$ cat config.mk
export PLATFORM = sky130hd
export DESIGN_NAME = cache_kv_controller_flat
export DESIGN_NICKNAME = d
export VERILOG_FILES = /design/src/rtl/cache_kv_controller_if.sv /design/src/rtl/cache_kv_controller.sv /design/src/flat_wrapper.sv
export SDC_FILE = /design/constraint.sdc
export NUM_CORES = 1
export LEC_CHECK = 0
export CAP_MARGIN = 20
export CORE_MARGIN = 2
export CORE_UTILIZATION = 39
export CTS_CLUSTER_DIAMETER = 80
export DETAILED_ROUTE_END_ITERATION = 6
export PLACE_DENSITY_LB_ADDON = 0.2
export SKIP_LAST_GASP = 1
export SYNTH_ARGS = -nofsm -noshare
export SYNTH_HDL_FRONTEND = slang
export SYNTH_SLANG_ARGS = --single-unit
$ cat constraint.sdc
create_clock -name clk -period 5.7 [get_ports clk]
set_input_delay 1.14 -clock clk [delete_from_list [all_inputs] [get_ports clk]]
set_output_delay 1.14 -clock clk [all_outputs]
set_load 0.005 [all_outputs]
$ cat src/rtl/cache_kv_controller_if.sv
// Shared types and the request/response bundle between the OBI cache
// interface (master side) and the key-value controller (slave side).

package if_types_pkg;
    localparam int KEY_WIDTH   = 32;
    localparam int VALUE_WIDTH = 64;
endpackage

package ctrl_types_pkg;
    // 3-bit encoding so that illegal (non-NOOP, unknown) ops are representable.
    typedef enum logic [2:0] {
        OP_NOOP   = 3'd0,
        OP_READ   = 3'd1,
        OP_UPSERT = 3'd2,
        OP_DELETE = 3'd3
    } operation_e;
endpackage

interface cache_kv_if #(
    parameter int NUM_ENTRIES = 8,
    parameter int KEY_WIDTH   = if_types_pkg::KEY_WIDTH,
    parameter int VALUE_WIDTH = if_types_pkg::VALUE_WIDTH,
    parameter int CNT_WIDTH   = $clog2(NUM_ENTRIES + 1)
) ();
    ctrl_types_pkg::operation_e operation_in;
    logic [KEY_WIDTH-1:0]       key_in;
    logic [VALUE_WIDTH-1:0]     value_in;
    logic                       ready_out;
    logic                       op_succ_out;
    logic [VALUE_WIDTH-1:0]     value_out;
    logic                       busy_out;
    logic [CNT_WIDTH-1:0]       count_out;

    modport master (
        output operation_in, key_in, value_in,
        input  ready_out, op_succ_out, value_out, busy_out, count_out
    );

    modport slave (
        input  operation_in, key_in, value_in,
        output ready_out, op_succ_out, value_out, busy_out, count_out
    );
endinterface

$ cat src/rtl/cache_kv_controller.sv
// Key-value store controller: executes READ/UPSERT/DELETE requests against a
// small fully-associative table, one operation in flight at a time.
//
// state      | meaning
// -----------+----------------------------------------------------------
// ST_IDLE    | waiting for a non-NOOP op; inputs sampled only here
// ST_LOOKUP  | match latched key against valid entries, find free slot
// ST_EXECUTE | register result status/value and perform the table write
// ST_RESPOND | ready_out pulse; result held on op_succ_out/value_out

module cache_kv_controller
    import ctrl_types_pkg::*;
#(
    parameter int NUM_ENTRIES = 8,
    parameter int KEY_WIDTH   = if_types_pkg::KEY_WIDTH,
    parameter int VALUE_WIDTH = if_types_pkg::VALUE_WIDTH,
    parameter int CNT_WIDTH   = $clog2(NUM_ENTRIES + 1)
) (
    input  logic       clk,
    input  logic       rst_n,
    cache_kv_if.slave  kv
);

    localparam int IDX_W = (NUM_ENTRIES > 1) ? $clog2(NUM_ENTRIES) : 1;

    typedef enum logic [1:0] {
        ST_IDLE    = 2'd0,
        ST_LOOKUP  = 2'd1,
        ST_EXECUTE = 2'd2,
        ST_RESPOND = 2'd3
    } state_e;

    state_e state_q, state_d;
    logic   ready_c, busy_c;

    operation_e             req_op_q;
    logic [KEY_WIDTH-1:0]   req_key_q;
    logic [VALUE_WIDTH-1:0] req_val_q;

    logic [NUM_ENTRIES-1:0] valid_q;
    logic [KEY_WIDTH-1:0]   key_mem [NUM_ENTRIES];
    logic [VALUE_WIDTH-1:0] val_mem [NUM_ENTRIES];

    logic             hit_c, free_found_c, full_c;
    logic [IDX_W-1:0] hit_idx_c, free_idx_c;
    logic             hit_q, full_q;
    logic [IDX_W-1:0] hit_idx_q, free_idx_q;

    logic                   exec_c;
    logic                   wr_en_c, set_valid_c, clr_valid_c;
    logic                   cnt_inc_c, cnt_dec_c;
    logic [IDX_W-1:0]       wr_idx_c;
    logic                   succ_c;
    logic [VALUE_WIDTH-1:0] rdata_c;

    logic                   succ_q;
    logic [VALUE_WIDTH-1:0] rdata_q;
    logic [CNT_WIDTH-1:0]   count_q;

    // FSM state register
    always_ff @(posedge clk or negedge rst_n) begin
        if (!rst_n) state_q <= ST_IDLE;
        else        state_q <= state_d;
    end

    // FSM next-state and status outputs
    always_comb begin
        state_d = state_q;
        ready_c = 1'b0;
        busy_c  = 1'b1;
        case (state_q)
            ST_IDLE: begin
                busy_c = 1'b0;
                if (kv.operation_in != OP_NOOP) state_d = ST_LOOKUP;
            end
            ST_LOOKUP:  state_d = ST_EXECUTE;
            ST_EXECUTE: state_d = ST_RESPOND;
            ST_RESPOND: begin
                ready_c = 1'b1;
                state_d = ST_IDLE;
            end
            default:    state_d = ST_IDLE;
        endcase
    end

    // Associative match on the latched key plus lowest free slot search
    always_comb begin
        hit_c        = 1'b0;
        hit_idx_c    = '0;
        free_found_c = 1'b0;
        free_idx_c   = '0;
        for (int i = 0; i < NUM_ENTRIES; i++) begin
            if (valid_q[i] && (key_mem[i] == req_key_q) && !hit_c) begin
                hit_c     = 1'b1;
                hit_idx_c = IDX_W'(i);
            end
            if (!valid_q[i] && !free_found_c) begin
                free_found_c = 1'b1;
                free_idx_c   = IDX_W'(i);
            end
        end
        full_c = &valid_q;
    end

    // Decode what the EXECUTE cycle does to the table and the result
    always_comb begin
        exec_c      = (state_q == ST_EXECUTE);
        wr_en_c     = 1'b0;
        set_valid_c = 1'b0;
        clr_valid_c = 1'b0;
        cnt_inc_c   = 1'b0;
        cnt_dec_c   = 1'b0;
        wr_idx_c    = hit_idx_q;
        succ_c      = 1'b0;
        rdata_c     = '0;
        case (req_op_q)
            OP_READ: begin
                if (hit_q) begin
                    succ_c  = 1'b1;
                    rdata_c = val_mem[hit_idx_q];
                end
            end
            OP_UPSERT: begin
                if (hit_q) begin
                    wr_en_c = 1'b1;
                    succ_c  = 1'b1;
                end else if (!full_q) begin
                    wr_en_c     = 1'b1;
                    wr_idx_c    = free_idx_q;
                    set_valid_c = 1'b1;
                    cnt_inc_c   = 1'b1;
                    succ_c      = 1'b1;
                end
            end
            OP_DELETE: begin
                if (hit_q) begin
                    clr_valid_c = 1'b1;
                    cnt_dec_c   = 1'b1;
                    succ_c      = 1'b1;
                    rdata_c     = val_mem[hit_idx_q];
                end
            end
            default: ;
        endcase
    end

    // Request latch, lookup results, valid bits, occupancy and result regs
    always_ff @(posedge clk or negedge rst_n) begin
        if (!rst_n) begin
            req_op_q   <= OP_NOOP;
            req_key_q  <= '0;
            req_val_q  <= '0;
            hit_q      <= 1'b0;
            full_q     <= 1'b0;
            hit_idx_q  <= '0;
            free_idx_q <= '0;
            valid_q    <= '0;
            count_q    <= '0;
            succ_q     <= 1'b0;
            rdata_q    <= '0;
        end else begin
            if (state_q == ST_IDLE && kv.operation_in != OP_NOOP) begin
                req_op_q  <= kv.operation_in;
                req_key_q <= kv.key_in;
                req_val_q <= kv.value_in;
            end
            if (state_q == ST_LOOKUP) begin
                hit_q      <= hit_c;
                hit_idx_q  <= hit_idx_c;
                free_idx_q <= free_idx_c;
                full_q     <= full_c;
            end
            if (exec_c) begin
                succ_q  <= succ_c;
                rdata_q <= rdata_c;
                if (set_valid_c) valid_q[wr_idx_c]  <= 1'b1;
                if (clr_valid_c) valid_q[hit_idx_q] <= 1'b0;
                if (cnt_inc_c)   count_q <= count_q + CNT_WIDTH'(1);
                if (cnt_dec_c)   count_q <= count_q - CNT_WIDTH'(1);
            end
        end
    end

    // Entry storage; validity alone decides whether contents matter
    always_ff @(posedge clk) begin
        if (exec_c && wr_en_c) begin
            key_mem[wr_idx_c] <= req_key_q;
            val_mem[wr_idx_c] <= req_val_q;
        end
    end

    assign kv.ready_out   = ready_c;
    assign kv.busy_out    = busy_c;
    assign kv.op_succ_out = succ_q;
    assign kv.value_out   = rdata_q;
    assign kv.count_out   = count_q;

endmodule

$ cat src/flat_wrapper.sv
// flat-port wrapper written by rule: the top's interface ports become plain ports
module cache_kv_controller_flat import ctrl_types_pkg::*;
#(
    parameter int NUM_ENTRIES = 8,
    parameter int KEY_WIDTH   = if_types_pkg::KEY_WIDTH,
    parameter int VALUE_WIDTH = if_types_pkg::VALUE_WIDTH,
    parameter int CNT_WIDTH   = $clog2(NUM_ENTRIES + 1)
)
  (clk, rst_n, kv_operation_in, kv_key_in, kv_value_in, kv_ready_out, kv_op_succ_out, kv_value_out, kv_busy_out, kv_count_out);
  cache_kv_if #(.NUM_ENTRIES(NUM_ENTRIES), .KEY_WIDTH(KEY_WIDTH), .VALUE_WIDTH(VALUE_WIDTH), .CNT_WIDTH(CNT_WIDTH)) kv_i ();
  input  logic clk;
  input  logic rst_n;
  input wire logic [$bits(kv_i.operation_in)-1:0] kv_operation_in;
  input wire logic [$bits(kv_i.key_in)-1:0] kv_key_in;
  input wire logic [$bits(kv_i.value_in)-1:0] kv_value_in;
  output wire logic [$bits(kv_i.ready_out)-1:0] kv_ready_out;
  output wire logic [$bits(kv_i.op_succ_out)-1:0] kv_op_succ_out;
  output wire logic [$bits(kv_i.value_out)-1:0] kv_value_out;
  output wire logic [$bits(kv_i.busy_out)-1:0] kv_busy_out;
  output wire logic [$bits(kv_i.count_out)-1:0] kv_count_out;
  assign kv_i.operation_in = kv_operation_in;
  assign kv_i.key_in = kv_key_in;
  assign kv_i.value_in = kv_value_in;
  assign kv_ready_out = kv_i.ready_out;
  assign kv_op_succ_out = kv_i.op_succ_out;
  assign kv_value_out = kv_i.value_out;
  assign kv_busy_out = kv_i.busy_out;
  assign kv_count_out = kv_i.count_out;
  cache_kv_controller #(.NUM_ENTRIES(NUM_ENTRIES), .KEY_WIDTH(KEY_WIDTH), .VALUE_WIDTH(VALUE_WIDTH), .CNT_WIDTH(CNT_WIDTH)) u_core (.clk(clk), .rst_n(rst_n), .kv(kv_i));
endmodule
==> impl_metrics.py, run 1 <==
metrics = {
    "status": {
        "status": "finished, final reports clean",
    },
    "timing": {
        "slew_violations": 0,
        "finalCritPeriodShare": 0.649,
        "slew_headroom": 0.273,
        "worstMarginPinSlew_ns": 1.09,
        "fin_skew_ns": 0.0323,
        "finalSetupViolCount": 0,
        "post-route-min-period_ns": 3.70,
        "fmax_mhz": 270,
        "finalHoldViolCount": 0,
        "rsz0062_at_grt": "no",
    },
    "synthesis": {
        "synth_top_area_cell": "edfxtp_1",
        "postSynthAreaPerCell_um2": 18.3,
        "syn-num-nets": 2186,
        "synthCells": 2078,
        "yosys_warnings": 0,
        "synthArstFlopShare": 0.195,
        "netlist_area_um2": 37900,
        "synth_edf_count": 768,
        "synth_top_area_frac": 0.608,
        "yosysSeqAreaShare": 0.731,
        "synth-seq-cells": 954,
        "synth_top_flop_cell": "edfxtp_1",
        "yosysUniqueCellTypes": 57,
        "yosys-top-cells-area": "edfxtp_1 61%, dfrtp_1 12%, mux4_2 7.6%",
    },
    "clocking": {
        "cts_resized": 0,
        "cts-buffers-inserted": 100,
        "htreeDepth": 3,
        "path_clk_slew_ns": 0.06,
        "cts_root_buf": "clkbuf_16",
        "clock_latency_ns": 0.66,
        "cts_num_sinks": 954,
        "cts_buffer_depth": 3,
        "cts_setup_buffers": 0,
        "cts_tree": "built",
        "hold_buffers": 0,
    },
    "layout": {
        "fin_cells": 3674,
        "area_growth_pct": 18.0,
        "fin_nets": 2416,
        "nFillCells": 8142,
        "seq_area_um2": 27700,
        "fin_util": 0.463,
        "multiInputGateArea_um2": 9430,
        "layout.cells.most_common_list": "768 x edfxtp_1, 184 x dfrtp_1, 173 x xor2_1, 170 x clkdlybuf4s50_1, 128 x mux4_2",
        "drive_above_1_share": 0.192,
        "final_common_cell": "edfxtp_1",
    },
    "place": {
        "hpwl_mm": 52.1,
        "finalWeightedCongestion": 0.825,
        "io_buffers": 171,
        "place_inst": 3482,
    },
    "detailed_routing": {
        "drc": 0,
        "firstDrtPassIters": 6,
        "vias": 19300,
        "routed_wl_mm": 87.7,
        "routedWlPerCell_um": 23.9,
        "viasPerCell": 5.24,
        "drtIter0Drc": 1490,
        "antenna_left": 0,
    },
    "worst_setup_path": {
        "crit_arrival_ns": 3.96,
        "critPathTopFamily": "simple AND/OR/NAND/NOR gates",
        "path_class": "reg2reg",
        "path_cells": "or3b_2 -> nor3_2 -> nand3_1 -> o21a_1 -> nor2_4 -> buf_4",
        "max_stage_delay_ns": 0.68,
        "setup.worst_path.start_class": "flop",
        "cp_num_buf_inv": 1,
        "r2r_setup_slack_ns": 2.00,
        "cpMaxStageDelayCell": "nor3_2",
        "critPathMaxFanout": 49,
        "endpoint_kind": "flop",
        "required_ns": 5.96,
    },
    "global_route": {
        "grt_pass1_vias": 20600,
        "grt_pass1_wl_mm": 131,
        "globalRouteOverflowTotal": 0,
        "grt_max_degree": 104,
        "grt_usage": 0.177,
        "antenna_found_initial": 0,
    },
    "floorplanning": {
        "ios": 172,
        "die_area_um2": 99800,
        "die_y_um": 316,
        "die_w_um": 316,
        "initial_core_util": 0.393,
        "core_region_area_um2": 96600,
        "rows": 114,
    },
    "pwr": {
        "leakagePower_nw": 15.1,
        "peakVddDrop_v": 0.000266,
        "power_density_nw_per_um2": 472,
    },
    "min_path": {
        "hp-class": "in2async",
    },
    "run": {
        "drv_cap": 0,
    },
}
synthesized netlist by cell type (8+ instances only):
| cell | count |
|---|---|
| xnor2_1 | 83 |
| clkbuf_1 | 46 |
| dfrtp_1 | 186 |
| inv_1 | 84 |
| buf_6 | 16 |
| a21oi_1 | 14 |
| mux4_2 | 128 |
| mux2_2 | 97 |
| nor4_1 | 82 |
| o21ai_0 | 14 |
| nor2_1 | 26 |
| nor3_1 | 15 |
| nand2_1 | 34 |
| edfxtp_1 | 768 |
| nand4_1 | 41 |
| xor2_1 | 173 |
| buf_2 | 24 |
| o22ai_1 | 65 |
| nand3_1 | 21 |
| mux2i_1 | 68 |
| a41oi_1 | 8 |
flip-flops by register name, indices dropped and copies added (netlist names):
signal                 flops
u_core.req_val_q          64
u_core.req_op_q            3
u_core.hit_idx_q           3
u_core.key_mem           256
u_core.kv.value_out       64
u_core.full_q              1
u_core.valid_q             8
u_core.kv.count_out        4
u_core.kv.op_succ_out      1
u_core.hit_q               1
u_core.req_key_q          32
u_core.val_mem           512
u_core.state_q             2
u_core.free_idx_q          3
per-stage QoR:
step / power (mW) / hold WS, ns / setup slack [ns] / cell area [µm²] / setup TNS [ns]
global route: 22.1 / 0.385 / 1.76 / 44700 / 0
CTS: 21.4 / 0.379 / 1.99 / 44700 / 0
detailed placement: 14.6 / 0.466 / 2.04 / 41300 / 0
floorplan: 12.5 / 0.467 / -0.558 / 37900 / -214.03
finish: 21.1 / 0.382 / 2.00 / 44700 / 0
global placement: 14.4 / 0.465 / 2.07 / 41300 / 0
cell families (layout without fill, tap and decap cells):
family / after synthesis / in the layout / synth area share
xor gates and xnor gates: 257 / 257 / 0.0595
buffers and inverters: 183 / 498 / 0.0233
other: 0 / 5 / 0
and+or+nand+nor: 265 / 265 / 0.0411
adders and majority gates: 7 / 7 / 0.00251
AOI/OAI and AO/OA: 119 / 119 / 0.0202
DFF: 954 / 954 / 0.731
muxes: 293 / 293 / 0.123
path summary, 6_finish.rpt:
check | from | endpoint | cells past startpoint
max | u_core.req_op_q[0] | u_core.val_mem[7][6] | 6
min | rst_n | u_core.kv.value_out[50] | 1
max reg2reg | u_core.req_op_q[0] | u_core.val_mem[7][6] | 6
min in group clk | u_core.kv.count_out[3] | u_core.kv.count_out[3] | 1
min reg2reg | u_core.kv.count_out[3] | u_core.kv.count_out[3] | 1
max in group asynchronous | rst_n | u_core.kv.value_out[10] | 2
cell type report:
class                   count  area share
diodes                      5    0.000280
clock buffers             137      0.0641
clock inverters            50      0.0138
inverters                  84     0.00710
multi-input cells         941       0.211
flip-flops and latches    954       0.620
well taps                1276      0.0357
repair buffers            227      0.0489
metal layers:
layer	global-route usage	wire length, µm	up-vias
li1	-	-	8570
met1	0.240	38800	10100
met2	0.295	43300	424
met3	0.0247	3390	137
met4	0.0577	2240	0
met5	0	0	-
where the power goes:
part	switching, mW	internal, mW
Sequential	1.19	9.05
Clock	2.68	4.11
Combinational	2.38	1.74
Total	6.24	14.9
Power figures use the tool's default switching activity.
==> run 2: changes to the inputs <==
Clock period 5.7 ns to 3.55 ns, I/O delays scaled along.
==> impl_metrics.py, run 2 (same netlist as run 1, synthesis figures left out) <==
metrics = {
    "status": {
        "status": "finished, final reports clean",
    },
    "pwr": {
        "leakagePower_nw": 15.4,
        "peakVddDrop_v": 0.000364,
        "fin_total_pwr_mw": 34.1,
        "power_density_nw_per_um2": 754,
    },
    "floorplanning": {
        "die_w_um": 316,
        "core_region_area_um2": 96600,
        "ios": 172,
        "rows": 114,
        "die_y_um": 316,
        "initial_core_util": 0.393,
        "die_area_um2": 99800,
    },
    "clocking": {
        "cts_root_buf": "clkbuf_16",
        "cts_setup_buffers": 0,
        "htreeDepth": 3,
        "cts_num_sinks": 954,
        "cts_buffer_depth": 3,
        "clock_latency_ns": 0.66,
        "cts_resized": 0,
        "path_clk_slew_ns": 0.07,
        "hold_buffers": 1,
        "cts_tree": "built",
        "cts-buffers-inserted": 99,
    },
    "detailed_routing": {
        "routedWlPerCell_um": 23.7,
        "firstDrtPassIters": 5,
        "vias": 19400,
        "drc": 0,
        "routed_wl_mm": 88.0,
        "drtIter0Drc": 1211,
        "antenna_left": 0,
        "viasPerCell": 5.23,
    },
    "place": {
        "dpl_worst_slack_ns": 0.641,
        "finalWeightedCongestion": 0.832,
        "io_buffers": 171,
        "hpwl_mm": 54.6,
    },
    "layout": {
        "layout.cells.most_common_list": "768 x edfxtp_1, 184 x dfrtp_1, 173 x xor2_1, 170 x clkdlybuf4s50_1, 128 x mux4_2",
        "largestRegisters": "u_core.val_mem: 512 flops, u_core.key_mem: 256 flops",
        "fin_nets": 2456,
        "regMostFlops": "u_core.val_mem",
        "drive_above_1_share": 0.209,
        "largest_reg_flops": 512,
        "antenna_cells": 0,
        "area_growth_pct": 19.3,
        "nFillCells": 8090,
        "final_common_cell": "edfxtp_1",
    },
    "min_path": {
        "hold_depth": 1,
        "hp-class": "reg2reg",
    },
    "worst_setup_path": {
        "r2r_cells": 7,
        "critPathMaxFanout": 43,
        "path_class": "reg2reg",
        "worst-path-stages": 7,
        "cp_num_buf_inv": 2,
        "endpoint_kind": "flop",
        "required_ns": 3.89,
        "max_stage_delay_ns": 0.50,
        "setup.worst_path.start_class": "flop",
        "crit_arrival_ns": 3.26,
        "path_cells": "or3b_2 -> or3_1 -> mux2i_1 -> nand2b_1 -> nor2_4 -> buf_12 -> buf_4",
        "critPathTopFamily": "simple AND/OR/NAND/NOR gates",
        "cpMaxStageDelayCell": "or3b_2",
    },
    "timing": {
        "finalHoldViolCount": 0,
        "fin_skew_ns": 0.0324,
        "rsz0062_at_grt": "no",
        "worstMarginPinSlew_ns": 0.934,
        "slew_headroom": 0.378,
        "finalCritPeriodShare": 0.822,
        "finalSetupViolCount": 0,
        "post-route-min-period_ns": 2.92,
        "fmax_mhz": 343,
        "slew_violations": 0,
        "worst_slack_ns": 0.632,
    },
    "global_route": {
        "grt_max_degree": 88,
        "globalRouteOverflowTotal": 0,
        "grt_pass1_wl_mm": 132,
        "grt_usage": 0.177,
        "gr-usage-met2": 0.293,
        "met3_usage": 0.0294,
        "grt_pass1_vias": 20300,
        "antenna_found_initial": 0,
        "top_usage_layer": "met2",
        "met1_usage": 0.247,
    },
    "run": {
        "drv_cap": 0,
    },
}
-- run 2: changes by cell type in the layout (fill, tap and decap cells not counted), sizes merged --
cell	change
buf	+40
bufinv	-1
clkbuf	-3
clkinv	+1
clkinvlp	+1
diode	-5
dlygate4sd3	+1
inv	+3
-- run 2: worst register-to-register path, delay by kind of cell, from the launching register on --
family	cells	cell delay, ns
flops	1	0.41
mux	1	0.21
simple gates	4	1.38
buf+inv	2	0.61
-- run 2: path summary, 6_finish.rpt --
kind | from | end | slack (ns)
worst min-delay path | u_core.kv.count_out[3] | u_core.kv.count_out[3] | 0.49
min in group asynchronous | rst_n | u_core.kv.value_out[5] | 0.59
worst min register to register | u_core.kv.count_out[3] | u_core.kv.count_out[3] | 0.49
max in group asynchronous | rst_n | u_core.hit_idx_q[2] | 2.14
worst max-delay path | u_core.req_op_q[0] | u_core.val_mem[6][15] | 0.63
worst max register to register | u_core.req_op_q[0] | u_core.val_mem[6][15] | 0.63
-- run 2: cell type report --
class | count | area [µm²] | area share
clock buffer | 134 | 2800 | 0.0619
clock inverter | 54 | 657 | 0.0145
inverter | 84 | 318 | 0.00702
tap | 1276 | 1600 | 0.0353
sequential | 954 | 27700 | 0.613
timing repair buffer | 268 | 2740 | 0.0604
multi-input combinational | 941 | 9430 | 0.208
-- run 2: power by group --
group | leakage, nW | total, mW | switching, mW | internal [mW]
Combinational | 4.44 | 6.86 | 3.81 | 3.05
Sequential | 9.26 | 16.5 | 1.94 | 14.5
Clock | 1.70 | 10.8 | 4.37 | 6.45
-- run 2: stage by stage --
stage	setup TNS [ns]	std cells	hold slack [ns]	instance area, µm²	utilization
floorplan	-223.44	2078	0.414	38000	-
global placement	0	3522	0.481	41800	0.433
detailed placement	0	3522	0.471	41800	0.433
CTS	0	3711	0.489	45300	0.469
global route	0	3711	0.505	45300	0.469
finish	0	3711	0.486	45300	0.469
-- run 2: per-layer routing --
| layer | up-vias | routed length, µm |
|---|---|---|
| met1 | 10200 | 39300 |
| met5 | - | 0 |
| li1 | 8666 | - |
| met3 | 116 | 3960 |
| met4 | 0 | 1580 |
| met2 | 484 | 43200 |
==> run 3: changes to the inputs <==
Clock period 3.55 ns to 2.9 ns, I/O delays scaled along.
==> impl_metrics.py, run 3 (same netlist as run 1, synthesis figures left out) <==
metrics = {
    "place": {
        "io_buffers": 171,
        "finalWeightedCongestion": 0.876,
        "dpl_worst_slack_ns": 0.0246,
        "place_inst": 3570,
        "placed_area_um2": 42600,
        "hpwl_mm": 60.2,
    },
    "global_route": {
        "antenna_found_initial": 0,
        "grt_pass1_wl_mm": 139,
        "grt_usage": 0.189,
        "globalRouteOverflowTotal": 0,
        "grt_max_degree": 79,
        "grt_pass1_vias": 20900,
    },
    "detailed_routing": {
        "drc": 0,
        "viasPerCell": 5.25,
        "antenna_left": 0,
        "vias": 19800,
        "firstDrtPassIters": 5,
        "routed_wl_mm": 93.0,
        "routedWlPerCell_um": 24.7,
        "drtIter0Drc": 1457,
    },
    "clocking": {
        "cts_tree": "built",
        "path_clk_slew_ns": 0.06,
        "htreeDepth": 3,
        "cts-buffers-inserted": 103,
        "cts_buffer_depth": 3,
        "cts_root_buf": "clkbuf_16",
        "clock_latency_ns": 0.66,
        "cts_num_sinks": 954,
        "cts_setup_buffers": 0,
    },
    "timing": {
        "finalSetupViolCount": 0,
        "fmax_mhz": 364,
        "worstMarginPinSlew_ns": 0.987,
        "slew_violations": 0,
        "rsz0062_at_grt": "no",
        "slew_headroom": 0.342,
        "hold_slack_ns": 0.451,
        "post-route-min-period_ns": 2.74,
        "worst_slack_ns": 0.155,
        "tns_ns": 0,
        "finalHoldViolCount": 0,
        "fin_skew_ns": 0.0275,
        "finalCritPeriodShare": 0.946,
    },
    "layout": {
        "fin_util": 0.479,
        "final_common_cell": "edfxtp_1",
        "nFillCells": 8053,
        "stdcell_area_um2": 46300,
        "area_growth_pct": 21.9,
        "layout.cells.most_common_list": "768 x edfxtp_1, 183 x dfrtp_1, 173 x xor2_1, 170 x clkdlybuf4s50_1, 128 x mux4_2",
        "fin_nets": 2508,
        "largestRegisters": "u_core.val_mem: 512 flops, u_core.key_mem: 256 flops",
        "largest_reg_flops": 512,
        "regMostFlops": "u_core.val_mem",
        "drive_above_1_share": 0.226,
        "fin_cells": 3765,
    },
    "floorplanning": {
        "ios": 172,
        "rows": 114,
        "core_region_area_um2": 96600,
        "die_w_um": 316,
        "die_y_um": 316,
        "die_area_um2": 99800,
        "initial_core_util": 0.393,
    },
    "status": {
        "status": "finished, final reports clean",
    },
    "pwr": {
        "seqPwrFrac": 0.464,
        "leakagePower_nw": 15.9,
        "p_sw_frac": 0.295,
        "clock_power_share": 0.318,
        "p_switching_mw": 12.7,
        "p_int_mw": 30.3,
        "fin_total_pwr_mw": 43.0,
        "peakVddDrop_v": 0.000510,
        "power_density_nw_per_um2": 929,
        "power_frac_comb": 0.218,
    },
    "worst_setup_path": {
        "crit_arrival_ns": 2.16,
        "setup.worst_path.start_class": "flop",
        "r2r-start": "u_core.req_key_q[19]",
        "critPathLaunch": "u_core.state_q[0]",
        "required_ns": 2.32,
        "critPathMaxFanout": 7,
        "path_class": "reg2out",
        "endpoint_kind": "output pin",
    },
    "run": {
        "drv_cap": 0,
    },
    "min_path": {
        "hp-class": "in2async",
    },
}
==> run 3: power by group through the flow <==
stage	registers (mW)	logic (mW)	clock network, mW
floorplan	19.3	5.18	0
global placement	20.1	9.44	0
detailed placement	20.3	9.45	0
CTS	20.0	9.51	14.0
global route	20.2	10.1	14.6
finish	19.9	9.36	13.7
==> run 3: path summary, 6_finish.rpt <==
path                                                end  slack [ns]  cells after the start
worst max-delay path                        kv_busy_out        0.16                      4
worst min-delay path            u_core.kv.value_out[15]        0.45                      2
worst max register to register      u_core.hit_idx_q[0]        0.20                      9
worst min register to register  u_core.kv.value_out[28]        0.53                      2
max in group asynchronous          u_core.req_val_q[49]        1.73                      3
min in group clk                   u_core.req_val_q[35]        0.53                      2
==> run 3: layer usage <==
layer  part of all wire  global-route usage  up-vias  wire length [µm]
met5                  0                   0        -                 0
met4              0.022              0.0479        0              2000
met3              0.047              0.0285      116              4330
met2               0.50               0.321      509             46900
met1               0.43               0.255    10400             39800
li1                   -                   -     8780                 -
==> run 3: critical path: stages (launching register included) <==
cell and delay, ns:
dfrtp_1 0.42, inv_1 0.14, ha_1 0.37, inv_1 0.12
clkdlybuf4s50_1 0.46
==> run 3: area by class of cell <==
cell class | count | area, µm² | share of cell area
flip-flops and latches | 954 | 27700 | 0.599
multi-input cells | 941 | 9440 | 0.204
repair buffers | 316 | 3580 | 0.0775
clock buffers | 135 | 2840 | 0.0614
well taps | 1276 | 1600 | 0.0345
clock inverters | 58 | 747 | 0.0161
inverters | 84 | 318 | 0.00687
diodes | 1 | 2.50 | 0.0000541
==> run 3: repair_timing <==
item                                    in CTS  in global routing
hold buffers                                 1                  0
gates resized for setup                      0                  2
endpoints found under the setup margin       0                  1
hold endpoints to repair                    41                  0
